`src/rtl/int_to_flopoco_6_6_pkg.sv`:
```
`default_nettype none
// ============================================================================
//  Package     : flopoco_6_6_pkg
//  Description : Shared constants and word layout for FloPoCo (wE=6, wF=6)
//                operator cores.
//  Revision    : 1.0  initial release
// ============================================================================
package flopoco_6_6_pkg;

    localparam int WE   = 6;
    localparam int WF   = 6;
    localparam int BIAS = 31;
    localparam int FP_W = 2 + 1 + WE + WF;

    typedef enum logic [1:0] {
        EXC_ZERO   = 2'b00,
        EXC_NORMAL = 2'b01,
        EXC_INF    = 2'b10,
        EXC_NAN    = 2'b11
    } exc_e;

    typedef struct packed {
        exc_e            exc;
        logic            sign;
        logic [WE-1:0]   exp;
        logic [WF-1:0]   frac;
    } fp66_t;

endpackage : flopoco_6_6_pkg
`default_nettype wire

```
`src/rtl/int_to_flopoco_6_6_lzc16.sv`:
```
`default_nettype none
// ============================================================================
//  Module      : lzc16
//  Description : Combinational leading-one position encoder for a 16-bit
//                vector. Returns 0 for an all-zero input.
//  Revision    : 1.0  initial release
// ============================================================================
module lzc16 (
    input  logic [15:0] vec_i,
    output logic [3:0]  pos_o
);

    // Scan upward so the highest set bit is the last one to write pos_o
    always_comb begin
        pos_o = 4'd0;
        for (int i = 0; i < 16; i++) begin
            if (vec_i[i]) begin
                pos_o = i[3:0];
            end
        end
    end

endmodule : lzc16
`default_nettype wire

```
`src/rtl/int_to_flopoco_6_6.sv`:
```
`default_nettype none
// ============================================================================
//  Module      : int_to_flopoco_6_6
//  Description : Three-stage pipelined 16-bit signed integer to FloPoCo (6,6)
//                converter, round-to-nearest-even, valid/ready handshake
//                with full backpressure and bubble collapsing.
//  Revision    : 1.0  initial release
// ============================================================================
module int_to_flopoco_6_6
    import flopoco_6_6_pkg::*;
#(
    parameter int ID = 0
) (
    input  logic          clk,
    input  logic          rst_n,
    input  logic          in_valid,
    output logic          in_ready,
    input  logic [15:0]   in_data,
    output logic          out_valid,
    input  logic          out_ready,
    output logic [14:0]   out_data
);

    // Stage valids
    logic v1_q, v1_d, v2_q, v2_d, v3_q, v3_d;

    // S1: sign / magnitude / zero flag
    logic        sign1_q, sign1_d, zero1_q, zero1_d;
    logic [15:0] mag1_q, mag1_d;

    // S2: leading-one index and normalized mantissa; the leading one itself
    // (bit 15 of the normalized value) is implicit and not stored.
    logic        sign2_q, sign2_d, zero2_q, zero2_d;
    logic [3:0]  p2_q, p2_d;
    logic [14:0] norm2_q, norm2_d;

    // S3: packed result
    fp66_t       out_q, out_d;

    // Handshake wires
    logic w_ld1, w_ld2, w_ld3, w_adv3;

    // Datapath wires
    logic [3:0]  w_pos;
    logic [5:0]  w_frac;
    logic        w_guard, w_sticky, w_rnd;
    logic [6:0]  w_frac_sum;
    logic [5:0]  w_exp;

    lzc16 u_lzc16 (
        .vec_i (mag1_q),
        .pos_o (w_pos)
    );

    // A stage loads when the next one is empty or draining this cycle
    always_comb begin
        w_adv3   = v3_q & out_ready;
        w_ld3    = v2_q & (~v3_q | out_ready);
        w_ld2    = v1_q & (~v2_q | w_ld3);
        in_ready = ~v1_q | w_ld2;
        w_ld1    = in_valid & in_ready;
        v1_d     = w_ld1 | (v1_q & ~w_ld2);
        v2_d     = w_ld2 | (v2_q & ~w_ld3);
        v3_d     = w_ld3 | (v3_q & ~w_adv3);
    end

    // Next-state datapath for all three stages, holding when not loading
    always_comb begin
        sign1_d = sign1_q;
        zero1_d = zero1_q;
        mag1_d  = mag1_q;
        sign2_d = sign2_q;
        zero2_d = zero2_q;
        p2_d    = p2_q;
        norm2_d = norm2_q;
        out_d   = out_q;

        // Round-to-nearest-even on the top 6 fraction bits
        w_frac     = norm2_q[14:9];
        w_guard    = norm2_q[8];
        w_sticky   = |norm2_q[7:0];
        w_rnd      = w_guard & (w_sticky | w_frac[0]);
        w_frac_sum = {1'b0, w_frac} + {6'd0, w_rnd};
        // A fraction carry leaves frac at zero and bumps the exponent
        w_exp      = {2'b00, p2_q} + 6'(BIAS) + {5'd0, w_frac_sum[6]};

        if (w_ld1) begin
            sign1_d = in_data[15];
            zero1_d = (in_data == 16'd0);
            mag1_d  = in_data[15] ? (16'd0 - in_data) : in_data;
        end
        if (w_ld2) begin
            sign2_d = sign1_q;
            zero2_d = zero1_q;
            p2_d    = w_pos;
            norm2_d = mag1_q[14:0] << (4'd15 - w_pos);
        end
        if (w_ld3) begin
            if (zero2_q) begin
                out_d = '0;
            end else begin
                out_d.exc  = EXC_NORMAL;
                out_d.sign = sign2_q;
                out_d.exp  = w_exp;
                out_d.frac = w_frac_sum[5:0];
            end
        end
    end

    // Stage registers; reset empties the pipe and clears the output word
    always_ff @(posedge clk) begin
        if (!rst_n) begin
            v1_q    <= 1'b0;
            v2_q    <= 1'b0;
            v3_q    <= 1'b0;
            sign1_q <= 1'b0;
            zero1_q <= 1'b0;
            mag1_q  <= '0;
            sign2_q <= 1'b0;
            zero2_q <= 1'b0;
            p2_q    <= '0;
            norm2_q <= '0;
            out_q   <= '0;
        end else begin
            v1_q    <= v1_d;
            v2_q    <= v2_d;
            v3_q    <= v3_d;
            sign1_q <= sign1_d;
            zero1_q <= zero1_d;
            mag1_q  <= mag1_d;
            sign2_q <= sign2_d;
            zero2_q <= zero2_d;
            p2_q    <= p2_d;
            norm2_q <= norm2_d;
            out_q   <= out_d;
        end
    end

    assign out_valid = v3_q;
    assign out_data  = out_q;

endmodule : int_to_flopoco_6_6
`default_nettype wire

```
`config.mk`:
```
export PLATFORM = sky130hd
export DESIGN_NAME = int_to_flopoco_6_6
export DESIGN_NICKNAME = d
export VERILOG_FILES = /design/src/rtl/int_to_flopoco_6_6_pkg.sv /design/src/rtl/int_to_flopoco_6_6_lzc16.sv /design/src/rtl/int_to_flopoco_6_6.sv
export SDC_FILE = /design/constraint.sdc
export NUM_CORES = 1
export LEC_CHECK = 0
export ABC_AREA = 1
export CAP_MARGIN = 30
export CORE_UTILIZATION = 45
export CTS_BUF_LIST = sky130_fd_sc_hd__clkbuf_4
export DETAILED_ROUTE_END_ITERATION = 7
export HOLD_SLACK_MARGIN = 0.03
export PLACE_DENSITY = 0.69
export SETUP_SLACK_MARGIN = 0.3
export SYNTH_ARGS = -nofsm -noshare
export SYNTH_HDL_FRONTEND = slang
export SYNTH_SLANG_ARGS = --single-unit
```
`constraint.sdc`:
```
create_clock -name clk -period 1.76 [get_ports clk]
set_input_delay 0.264 -clock clk [delete_from_list [all_inputs] [get_ports clk]]
set_output_delay 0.264 -clock clk [all_outputs]
set_load 0.01 [all_outputs]
```
Word-level counts from Yosys, hierarchy flattened. Index checks and enable logic that the tools add are counted.

Memories kept: 0. Memory bits (writable): 0. Register bits: 57. Latch bits: 0. Memory bits (read-only): 0.

Bitwise operators: 21. Div/mod/pow operators: 0. Equal/unequal tests: 0. Order comparisons: 0. $mul: 0. $add $sub $neg: 5. Reduce and logical (&&, ||, !) cells: 2. Multiplexer cells: 17. Shifts and indexed selects: 1.

Operator list (count): 4-bit two-way mux (8); 16-bit logical NOT (1); 16-bit two-way mux (1); 1-bit by 16-bit subtractor with 16-bit output (first input constant) (1); 15-bit by 4-bit << shifter with 15-bit output (1); 14-bit two-way mux (1); 3-bit two-way mux (4); 1-bit bitwise AND (8); 8-bit OR reduction (1); 6-bit by 1-bit adder with 7-bit output (1); 1-bit bitwise OR (7); 4-bit by 5-bit adder with 6-bit output (second input constant) (1); 6-bit by 1-bit adder with 6-bit output (1); 1-bit NOT (6); 2-bit two-way mux (2); 4-bit subtractor (first input constant) (1); 1-bit two-way mux (1).

Longest topological paths before layout.
Depth after elaboration: 17. Gate-level depth with buffers: 23. Mapped depth without buffers: 23.

Cells and area by module. A second synthesis with hierarchy kept.

Cells, all modules: 531. Area total of the unflattened synthesis: 3438.3 sq um.

Modules (own cells, without submodules): int_to_flopoco_6_6 (area an instance 3270.6 sq um, cells each 490, times used 1); lzc16 (area an instance 167.7 sq um, cells each 41, times used 1).

Least setup slack after synthesis. No wires, ideal clock.

Kind: reg2reg. From: register norm2_q[9]. To: register out_q (netlist bit out_data[7]). Setup slack: -0.042 ns. Buffers on the path: 0. Cell stages (with the launch flop): 11. Library setup time: 0.070 ns. Data arrival time: 1.732 ns. Cell sequence: dfxtp_1 > nand2_1 > inv_1 > ha_1 > nand3_1 > nor2_1 > nand2_1 > ha_1 > ha_1 > or2_2 > a21oi_1.

Cells in the longest elaborated chain, start to end: 5.

Ends and longest elaborated chain: from (decl) (line int_to_flopoco_6_6.sv:35) `logic [14:0] norm2_q, norm2_d;`; from (signal assigned) (line int_to_flopoco_6_6.sv:134) `norm2_q <= norm2_d;`; 1-bit bitwise OR (line int_to_flopoco_6_6.sv:82) `w_rnd = w_guard & (w_sticky | w_frac[0]);`; 1-bit bitwise AND (line int_to_flopoco_6_6.sv:82); 6-bit by 1-bit adder with 7-bit output * (line int_to_flopoco_6_6.sv:83) `w_frac_sum = {1'b0, w_frac} + {6'd0, w_rnd};`; 6-bit by 1-bit adder with 6-bit output * (line int_to_flopoco_6_6.sv:85) `w_exp = {2'b00, p2_q} + 6'(BIAS) + {5'd0, w_frac_sum[6]};`; 14-bit two-way mux * (line int_to_flopoco_6_6.sv:99) `if (zero2_q) begin`; to (signal assigned) (line int_to_flopoco_6_6.sv:135) `out_q <= out_d;`; to (decl) (line int_to_flopoco_6_6.sv:38) `fp66_t out_q, out_d;`.

Every way passes the cells marked *; elsewhere a longest branch is shown, timed or not. A chain may end at the register's enable or synchronous reset.

Worst setup path in the final report.
From: register mag1_q[2]. To: register norm2_q[6].

Cells in the longest elaborated chain, start to end: 16.

Ends and longest elaborated chain: from (decl) (line int_to_flopoco_6_6.sv:29) `logic [15:0] mag1_q, mag1_d;`; from (signal assigned) (line int_to_flopoco_6_6.sv:130) `mag1_q <= mag1_d;`; 2-bit two-way mux (2 in a row) (line int_to_flopoco_6_6_lzc16.sv:17) `if (vec_i[i]) begin`; 3-bit two-way mux (4 in a row) (line int_to_flopoco_6_6_lzc16.sv:17); 4-bit two-way mux (8 in a row) (line int_to_flopoco_6_6_lzc16.sv:17); 4-bit subtractor (line int_to_flopoco_6_6.sv:96) `norm2_d = mag1_q[14:0] << (4'd15 - w_pos);`; 15-bit by 4-bit << shifter with 15-bit output * (line int_to_flopoco_6_6.sv:96).

Marked as above.

==> flow_summary.yaml <==
die:
  die_w_um: 86.9
  row_count: 30
  num_io_pins: 37
  dieHeight_um: 86.9
  start_util: 0.472
  fp.dieArea_um2: 7550
  coreArea_um2: 6870
placement:
  pre_cts_ws_ns: -0.407
  gp_congestion: 0.864
  hpwl_mm: 6.22
  io_buffers: 35
worst_setup_path:
  worstPathArrival_ns: 2.30
  crit_fanout: 8
  slowest_delay_ns: 0.36
  cp_slowest_cell: "dfxtp_2"
  start_kind: "register"
  crit_chain: "inv_2 -> nand2_1 -> nand2_1 -> nand2_1 -> nand2_1 -> nand2_1 -> nand2_1 -> nand2_1 -> nand2_1 -> nand2_1 -> nand2_1 -> nand2_2 -> nand2_4 -> nand2_8 -> buf_6 -> o21ai_4 -> nand2_2 -> nand2_2 -> nand3_2 -> a21oi_2"
  crit_family: "simple AND/OR/NAND/NOR gates"
  critPathBufInv: 2
  crit_type: "reg2reg"
  crit_required_ns: 2.11
  cpMostUsedCell: "nand2_1"
  cp-end-kind: "register"
synthesis:
  synth_cell_types: 42
  synth.area.top_cells: "dfxtp_1, nand2_1, nand3_1"
  ys_async_sr_fraction: 0
  synth-simple-area-share: 0.349
  synth-seq-area-share: 0.346
  synth_nets: 517
  syn-cell-area_um2: 3240
  syn_area_per_cell_um2: 6.58
  synth_mux_area_frac: 0
  synth_xor_area_frac: 0.0189
  synth-adder-area-share: 0.0154
  synth_edf_count: 0
  synth_seq_cells: 56
  synth_top_area_frac: 0.346
  synth_compound_area_frac: 0.161
  synthCells: 493
  synth-main-ff-cell: "dfxtp_1"
  yosys.area.top_type: "dfxtp_1"
  synth_top_family_by_area: "simple AND/OR/NAND/NOR gates"
  yosysWarnings: 0
power_and_ir_drop:
  power_density_nw_per_um2: 698
  p_leak_nw: 2.26
  vdd_drop_max_mv: 0.380
route:
  wl_per_cell_um: 13.5
  drt_iter0_markers: 199
  drcViolationCount: 0
  dr_total_vias: 3679
  routed_wl_mm: 9.41
  antenna_left: 0
  dr.pass1.iters: 5
  viasPerCell: 5.29
global_route:
  grt_pass1_wl_mm: 15.1
  grt_pass1_vias: 3470
  antenna_found_initial: 0
  grt_max_degree: 29
  track_usage: 0.250
  grt.overflow.total: 0
cts:
  cts_tree: "done"
  clockRootBuffer: "clkbuf_4"
  cts.sinks: 56
  clk_latency_ns: 0.39
  clk_path_buf_depth: 2
  h-tree-depth: 2
  cts_buffers: 5
  clkTransAtPathRegs_ns: 0.17
sta:
  final_max_slew_viol_count: 0
  setup_viol: 15
  min_period_ns: 1.96
  grt_setup_unrepaired: "yes"
  fin_ws_ns: -0.196
  min_period_over_period: 1.11
  finClkSkew_ns: 0.0115
  tns_ns: -2.17
  fmax_mhz: 511
  hold_viol_final: 0
cells_and_area:
  multiInputGateArea_um2: 2190
  n_antenna_cell: 0
  fill_cells: 568
  syn_to_final_growth_pct: 49.1
  drive_gt1_frac: 0.337
  fin_util: 0.704
  ff_latch_area_um2: 1130
  layout.nets: 623
worst_hold_path:
  hp-class: "in2reg"
outcome:
  outcome: "finished, violations left"
  violations: "setup timing"
flow_run:
  timing.max_cap.violations: 0
==> repair_timing <==
item	4_1_cts	5_1_grt
hold buffers	0	0
endpoints found under the setup margin	47	42
pin swaps	26	30
resized for setup	70	63
buffers inserted	17	14
cloned	0	2
hold endpoints to repair	0	0
==> final timing paths <==
| path | startpoint | endpoint | slack (ns) | cells past startpoint |
|---|---|---|---|---|
| max reg2reg | mag1_q[2]$_SDFFE_PN0P_ | norm2_q[6]$_SDFFE_PN0P_ | -0.20 | 20 |
| min reg2reg | sign1_q$_SDFFE_PN0P_ | sign1_q$_SDFFE_PN0P_ | 0.47 | 2 |
| min | in_data[1] | mag1_q[1]$_SDFFE_PN0P_ | 0.19 | 3 |
| max | mag1_q[2]$_SDFFE_PN0P_ | norm2_q[6]$_SDFFE_PN0P_ | -0.20 | 20 |
==> where the power goes <==
group | internal [mW] | switching, mW
Sequential | 1.35 | 0.0589
Combinational | 0.606 | 0.748
Clock | 0.175 | 0.439
Total | 2.13 | 1.25
==> synthesized netlist by cell type (2+ instances only) <==
cell and instances:
a21oi_1 37, a21oi_2 2, a22oi_1 3, a31oi_1 3, buf_2 6, clkbuf_1 11, dfxtp_1 56, ha_1 4
inv_1 61, inv_2 3, nand2_1 126, nand2_2 6, nand2_4 2, nand3_1 57, nand3_2 5, nand4_1 5
nor2_1 39, nor3_1 5, nor4_1 5, o211ai_1 4, o21ai_0 18, o221ai_1 8, o31ai_1 2, or2_2 2
xnor2_1 4, xor2_1 3
==> worst reg2reg max path, cell delays in order, from the launching register on <==
cell and delay [ns]:
dfxtp_2 0.36, inv_2 0.05, nand2_1 0.04, nand2_1 0.05, nand2_1 0.04, nand2_1 0.06, nand2_1 0.05, nand2_1 0.06
nand2_1 0.05, nand2_1 0.05, nand2_1 0.05, nand2_1 0.07, nand2_2 0.07, nand2_4 0.12, nand2_8 0.09, buf_6 0.14
o21ai_4 0.18, nand2_2 0.07, nand2_2 0.09, nand3_2 0.09, a21oi_2 0.13
==> stage by stage <==
step | total power [mW] | area [um^2] | std cells | hold slack [ns]
2_1_floorplan | 2.11 | 3360 | 493 | 0.395
3_3_place_gp | 2.45 | 4140 | 655 | 0.453
3_5_place_dp | 2.47 | 4140 | 655 | 0.453
4_1_cts | 3.19 | 4440 | 680 | 0.187
5_1_grt | 3.58 | 4840 | 696 | 0.184
6_report | 3.38 | 4840 | 696 | 0.189
==> flip-flops by register name, indices dropped and copies added (netlist names) <==
signal and count:
norm2_q 15, v2_q 1, zero2_q 1, v1_q 1, zero1_q 1, out_valid 1
p2_q 4, sign2_q 1, mag1_q 16, sign1_q 1, out_data 14
==> cell type report <==
class / instances / share of cell area
Sequential cell: 56 / 0.234
Clock inverter: 2 / 0.00336
Inverter: 65 / 0.0525
Tap cell: 96 / 0.0248
Timing Repair Buffer: 120 / 0.224
Multi-Input combinational cell: 351 / 0.453
Clock buffer: 6 / 0.00931
==> cells in the final DEF (no fill, tap or decap), types with 17 or more instances in the layout <==
cell type      instances
a21oi_1               28
buf_4                 67
dfxtp_1               48
dlygate4sd2_1         17
inv_1                 57
nand2_1              107
nand2_2               20
nand3_1               37
nand3_2               21
nor2_1                32
==> per-layer routing <==
metal | GRT usage | up-vias | share of wire | routed length, um
met5 | 0 | - | 0 | 0
met4 | 0.0939 | 0 | 0.019 | 181
met3 | 0.0313 | 21 | 0.035 | 332
met2 | 0.441 | 92 | 0.50 | 4710
met1 | 0.311 | 1727 | 0.44 | 4180
li1 | - | 1839 | - | -
==> kinds of logic after synthesis <==
| kind of cell | after synthesis |
|---|---|
| other | 1 |
| flip-flops | 56 |
| buffers and inverters | 86 |
| AND/OR/NAND/NOR | 254 |
| AO/OA/AOI/OAI | 85 |
| XOR/XNOR | 7 |
| adder cells (fa/ha/maj) | 4 |
Note: power is estimated with default switching activity, not from simulation.
